[config.mk]
export PLATFORM = sky130hd
export DESIGN_NAME = sim_run_ctrl
export DESIGN_NICKNAME = d
export VERILOG_FILES = /design/src/rtl/sim_run_ctrl.sv
export SDC_FILE = /design/constraint.sdc
export NUM_CORES = 1
export LEC_CHECK = 0
export ABC_AREA = 1
export CORE_ASPECT_RATIO = 0.9
export CORE_UTILIZATION = 40
export CTS_BUF_LIST = sky130_fd_sc_hd__clkbuf_8
export DETAILED_ROUTE_END_ITERATION = 10
export GPL_ROUTABILITY_DRIVEN = 0
export GPL_TIMING_DRIVEN = 0
export PLACE_DENSITY_LB_ADDON = 0.15
export REMOVE_ABC_BUFFERS = 1
export SLEW_MARGIN = 20
export SYNTH_ARGS = -nofsm -noshare
export SYNTH_HDL_FRONTEND = slang
export SYNTH_SLANG_ARGS = --single-unit
[constraint.sdc]
create_clock -name clk -period 2.2 [get_ports clk]
set_clock_uncertainty 0.2 [all_clocks]
set_input_delay 0.44 -clock clk [delete_from_list [all_inputs] [get_ports clk]]
set_output_delay 0.44 -clock clk [all_outputs]
set_load 0.005 [all_outputs]
[src/rtl/sim_run_ctrl.sv]
// sim_run_ctrl: core reset sequencer with run/event counters and halt/drain/watchdog run termination
//   in:  clk, rst_n (async active-low), halt_req, evt[NUM_CH]
//   out: cpu_rst, state (0 HOLD,1 RUN,2 DRAIN,3 DONE), cycle_cnt, evt_cnt (ch i at [i*CNT_WIDTH +: CNT_WIDTH]), done, timeout
module sim_run_ctrl #(
  parameter int     RST_CYCLES   = 25,
  parameter int     CNT_WIDTH    = 32,
  parameter int     NUM_CH       = 4,
  parameter int     DRAIN_CYCLES = 16,
  parameter longint TIMEOUT      = 0
) (
  input  logic                        clk,
  input  logic                        rst_n,
  input  logic                        halt_req,
  input  logic [NUM_CH-1:0]           evt,
  output logic                        cpu_rst,
  output logic [1:0]                  state,
  output logic [CNT_WIDTH-1:0]        cycle_cnt,
  output logic [NUM_CH*CNT_WIDTH-1:0] evt_cnt,
  output logic                        done,
  output logic                        timeout
);
  typedef enum logic [1:0] {S_HOLD, S_RUN, S_DRAIN, S_DONE} state_t;
  localparam int HM0 = RST_CYCLES > DRAIN_CYCLES ? RST_CYCLES : DRAIN_CYCLES;
  localparam int HW = $clog2(HM0 > 2 ? HM0 : 2);
  localparam logic [HW-1:0] HOLD_LAST = HW'(RST_CYCLES - 1);
  localparam logic [HW-1:0] DRAIN_LAST = HW'(DRAIN_CYCLES - 1);
  localparam logic [CNT_WIDTH-1:0] TO_LAST = CNT_WIDTH'(TIMEOUT - 1);
  state_t r_state, w_nxt;
  logic [HW-1:0] r_hold, r_drain;
  logic [CNT_WIDTH-1:0] r_cycle;
  logic [NUM_CH-1:0][CNT_WIDTH-1:0] r_evt;
  logic r_cpu_rst, r_done, r_timeout, w_to, w_wd;
  // watchdog compares before the increment so cycle_cnt lands exactly on TIMEOUT
  assign w_wd = (TIMEOUT != 0) && (r_cycle == TO_LAST);
  always_comb begin
    w_nxt = r_state;
    w_to = 1'b0;
    case (r_state)
      S_HOLD:  w_nxt = (r_hold == HOLD_LAST) ? S_RUN : S_HOLD;
      S_RUN: begin
        if (halt_req) w_nxt = (DRAIN_CYCLES > 0) ? S_DRAIN : S_DONE;
        else if (w_wd) begin
          w_nxt = S_DONE;
          w_to = 1'b1;
        end
      end
      S_DRAIN: w_nxt = (r_drain == DRAIN_LAST) ? S_DONE : S_DRAIN;
      default: w_nxt = S_DONE;
    endcase
  end
  always_ff @(posedge clk or negedge rst_n)
    if (!rst_n) r_state <= S_HOLD;
    else r_state <= w_nxt;
  always_ff @(posedge clk or negedge rst_n)
    if (!rst_n) begin
      r_hold <= '0;
      r_drain <= '0;
      r_cpu_rst <= 1'b1;
      r_cycle <= '0;
      r_evt <= '0;
      r_done <= 1'b0;
      r_timeout <= 1'b0;
    end else begin
      r_cpu_rst <= w_nxt == S_HOLD;
      r_done <= w_nxt == S_DONE;
      r_timeout <= r_timeout | w_to;
      r_hold <= (r_state == S_HOLD) ? r_hold + 1'b1 : r_hold;
      r_drain <= (r_state == S_DRAIN) ? r_drain + 1'b1 : '0;
      if ((r_state == S_RUN || r_state == S_DRAIN) && !(&r_cycle)) r_cycle <= r_cycle + 1'b1;
      for (int i = 0; i < NUM_CH; i++)
        if (r_state == S_RUN && evt[i] && !(&r_evt[i])) r_evt[i] <= r_evt[i] + 1'b1;
    end
  assign cpu_rst = r_cpu_rst;
  assign state = r_state;
  assign cycle_cnt = r_cycle;
  assign evt_cnt = r_evt;
  assign done = r_done;
  assign timeout = r_timeout;
`ifndef SYNTHESIS
  // a watchdog limit wider than the cycle counter could never be reached
  always @(posedge clk)
    assert (CNT_WIDTH >= 63 || (TIMEOUT >> CNT_WIDTH) == 0)
      else $error("sim_run_ctrl: TIMEOUT does not fit in CNT_WIDTH bits");
`endif
endmodule

# Yosys cells after proc, flatten, opt, wreduce, memory -nomap -nowiden
# Index checks and enable logic that the tools add are counted.
dict set report totals {
  output_inout_bits 165
  reg_bits 174
}
dict set report op_classes {
  n_eq_ne 5
  addsub 7
  n_reduce_logical 22
  mux 5
}
# operator count
set ops {}
lappend ops {{$add A32 B1 Y32 const B} 5}
lappend ops {{$reduce_and A32 Y1} 5}
lappend ops {{$add A5 B1 Y5 const B} 2}
lappend ops {{$logic_and A1 B1 Y1} 9}
lappend ops {{$pmux W2 S3} 1}
lappend ops {{$eq A5 B4 Y1 const B} 1}
lappend ops {{$eq A5 B5 Y1 const B} 1}
lappend ops {{$logic_not A1 Y1} 5}
lappend ops {{$mux W5} 1}
lappend ops {{$eq A2 B2 Y1 const B} 2}
lappend ops {{$logic_not A2 Y1} 2}
lappend ops {{$eq A2 B1 Y1 const B} 1}
lappend ops {{$mux W1} 2}
lappend ops {{$mux W2} 1}
lappend ops {{$logic_or A1 B1 Y1} 1}

# Depth between registers and ports, before layout
dict set report logic_depth {
  depth_word 4
  ltp_mapped 11
  mapped_depth_nobuf 11
}

# Worst setup path after synthesis
# No wires, ideal clock.
dict set report synth_path {
  path_type {register -> register}
  startpoint {reg r_state[1], in the netlist state[1]}
  endpoint {reg r_evt, in the netlist evt_cnt[23]}
  path_stages_with_launch 10
  path_slack_ns 0.280
  setup_time_ns 0.117
  t_arrival_ns 1.603
  path_buffers 0
  required_time_ns 1.883
  cell_sequence {dfrtp_1 inv_1 ha_1 nand2_1 nor2_1 nand2_1 nor2_1 nand3_1 nand2_1 nand2_1}
}
dict set report synth_via {
  elab_chain_len 3
}
# item line_no
set synth_rtl {}
lappend synth_rtl {{start: declaration} 28} ;# state_t r_state, w_nxt;
lappend synth_rtl {{start signal: assignment} 53} ;# else r_state <= w_nxt;
lappend synth_rtl {{$eq A2 B1 Y1} 71} ;# if (r_state == S_RUN && evt[i] && !(&r_evt[i])) r_evt[i] <= r_evt[i] + 1'b1;
lappend synth_rtl {{$logic_and A1 B1 Y1 (2 in series)} 71}
lappend synth_rtl {{end signal: assignment} 60} ;# r_evt <= '0;
lappend synth_rtl {{end: declaration} 31} ;# logic [NUM_CH-1:0][CNT_WIDTH-1:0] r_evt;
# Every way passes these cells.
# A chain may end at the register's enable or synchronous reset.

# Worst setup path after layout
dict set report layout_path {
  startpoint {reg r_cycle[27], in the netlist cycle_cnt[27]}
  endpoint {out cycle_cnt[27]}
}
# item line_no
set layout_rtl {}
lappend layout_rtl {{start: declaration} 30} ;# logic [CNT_WIDTH-1:0] r_cycle;
lappend layout_rtl {{start signal: assignment} 69} ;# if ((r_state == S_RUN || r_state == S_DRAIN) && !(&r_cycle)) r_cycle <= r_cycle + 1'b1;
lappend layout_rtl {{end: declaration} 17} ;# output logic [CNT_WIDTH-1:0] cycle_cnt,
# No word-level cell between the ends.

==> impl_metrics.toml <==
[status]
status = "finished, final reports clean"

[setup_path]
cp.required_ns = 1.56
cp-startpoint = "cycle_cnt[27]"
timing.rr.start = "evt_cnt[97]"
critPathBufInv = 1
cpPeakStageDelay_ns = 0.55
crit_arrival_ns = 1.50
endpoint_kind = "primary output"
start_kind = "flip-flop"
path_class = "reg2out"
path_delay_family = "buffers and inverters"
crit_chain = "clkdlybuf4s50_1"
cp_max_fo = 6
cp_slowest_cell = "clkdlybuf4s50_1"

[clock_tree]
insertion_delay_ns = 0.48
clock-sinks = 174
clk_path_buf_depth = 2
h-tree-depth = 4
numCtsBuffers = 17
cts_root_buffer = "clkbuf_8"
cts_tree = "built"
path_clk_slew_ns = 0.11

[floorplanning]
core_area_um2 = 27200
die_x_um = 178
die_y_um = 161
start_util = 0.412
io-pin-count = 172
die_area_um2 = 28700
fp-row-count = 57

[job]
drv_cap = 0

[synth]
ys.flop_type = "dfrtp_1"
yosysMostFrequentCell = "nand2_1"
postSynthCellCount = 1735
async_flop_share = 1.00
syn_area_um2 = 11200
yosysTopAreaCellShare = 0.386
synth.area.top_cells = "dfrtp_1, nand2_1, nor2_1"
ys_seq_area_frac = 0.388
yosys_warnings = 0
ys_seq_elements = 174
synth.avg_cell_area_um2 = 6.46
synth_common_cells = "nand2_1, nor2_1, dfrtp_1, inv_1, nand3_1"
synth_edf_count = 0
ys_types = 27
synth_top_cell_by_area = "dfrtp_1"

[hold_path]
hp-start = "r_drain[0]"
hp-class = "reg2reg"

[timing]
hold_viol_final = 0
period_share = 0.972
layout_min_cycle_time_ns = 2.14
rsz0062_at_grt = "true"
worst_hold_slack_ns = 0.276
maxSlewHeadroom = 0.547
drv_slew = 0
final-setup-viol-count = 0
tightestPinTransition_ns = 0.679
max_freq_mhz = 468

[grt]
grt_pass1_vias = 10319
grt_overflow = 0
grt_pass1_wl_mm = 52.9
antenna_found_initial = 0
grt_max_degree = 91
grt_use_total = 0.231

[detailed_routing]
vias = 11456
avgRoutedWirePerCell_um = 14.3
ant_nets = 0
drt_iter0_drc = 1023
via_per_inst = 4.99
first_pass_iters = 8
routed_wl_mm = 32.8
drc = 0

[placed_design]
detailed_place_hpwl_mm = 22.9
buffer_ports.inserted = 170
place_inst = 2235

[power_and_ir_drop]
p_per_area_nw_per_um2 = 398
finalPower_w = 0.00571
peakVddDrop_v = 0.000344
p_leak_nw = 5.97

[cells_and_area]
final_nets = 1949
layout-drive-gt1-share = 0.109
final_util = 0.527
n_antenna_cell = 0
synthToLayoutAreaGrowth_pct = 28.0
instances_no_fill = 2296
-- cell usage in the layout (no fill, tap or decap), types with 5 or more instances in the layout --
cell | netlist | layout
nand2_4 | 3 | 9
nor2_2 | 10 | 20
nand2_1 | 804 | 797
ha_1 | 13 | 7
ha_4 | 0 | 5
nor3_1 | 7 | 7
inv_6 | 0 | 5
clkbuf_8 | 0 | 17
nor2_4 | 4 | 21
nand3_1 | 98 | 96
inv_2 | 2 | 5
xnor2_1 | 36 | 36
inv_1 | 147 | 142
nand2_8 | 0 | 7
nand2_2 | 7 | 8
dfrtp_1 | 173 | 103
buf_4 | 5 | 19
nor2_1 | 278 | 251
nand3b_1 | 36 | 36
nand4_1 | 42 | 42
clkdlybuf4s50_1 | 0 | 166
o21ai_0 | 16 | 16
a21oi_1 | 8 | 7
xor2_1 | 20 | 20
dfrtp_2 | 0 | 70
-- metal layers --
metal	up-vias	part of all wire	track usage
met5	-	0	0
met4	0	0.018	0.0659
met3	45	0.072	0.0426
met2	397	0.43	0.340
met1	5256	0.48	0.342
li1	5758	-	-
-- kinds of logic (layout without fill, tap and decap cells) --
group | after synthesis | after routing | share of synthesized area
AO/OA/AOI/OAI | 25 | 26 | 0.0115
XOR/XNOR | 56 | 56 | 0.0437
adder cells (fa/ha/maj) | 13 | 13 | 0.0145
buffers and inverters | 175 | 373 | 0.0661
flip-flops | 174 | 174 | 0.388
other | 1 | 1 | 0.000334
AND/OR/NAND/NOR | 1291 | 1299 | 0.475
-- cell type report --
type / count / area [um2]
multi-input combinational: 1395 / 6590
clock inverter: 15 / 176
clock buffer: 17 / 234
sequential: 174 / 4440
inverter: 149 / 571
fill: 2706 / 12900
tap: 354 / 443
timing repair inverter: 1 / 7.51
timing repair buffer: 191 / 1890
-- through the flow --
stage,cell area (um2),setup slack (ns),setup TNS [ns]
after floorplan,11000,-0.117,-2.65
after global placement,13200,-7.19,-1309.52
after detailed placement,13200,-0.689,-49.77
after CTS,14000,-0.00824,-0.00920
after global routing,14300,-0.0529,-0.175
final,14300,0.0616,0
-- registers in the layout (all words and copies together), names as in the netlist --
name	count
r_drain	5
evt_cnt	128
cpu_rst	1
r_hold	5
done	1
cycle_cnt	32
state	2
-- final timing paths --
path,end,slack (ns),cells after the start
worst min-delay path,r_drain[0],0.28,1
worst min register to register,r_drain[0],0.28,1
worst max-delay path,cycle_cnt[27],0.06,1
max in group asynchronous,evt_cnt[45],0.43,3
worst max register to register,evt_cnt[115],0.08,9
min in group asynchronous,evt_cnt[118],0.31,2
-- power by group --
part / total, W / internal [W] / switching [W]
Combinational: 0.0000840 / 0.0000167 / 0.0000672
Clock: 0.00243 / 0.00105 / 0.00137
Sequential: 0.00320 / 0.00320 / 0
-- timing repair --
item	4_1_cts	5_1_grt
hold endpoints to repair	83	0
gates cloned	8	2
gates resized for setup	64	104
pin swaps	7	6
endpoints found under the setup margin	157	179
buffers inserted	8	10
hold buffers	1	0
Note: power is estimated with default switching activity, not from simulation.
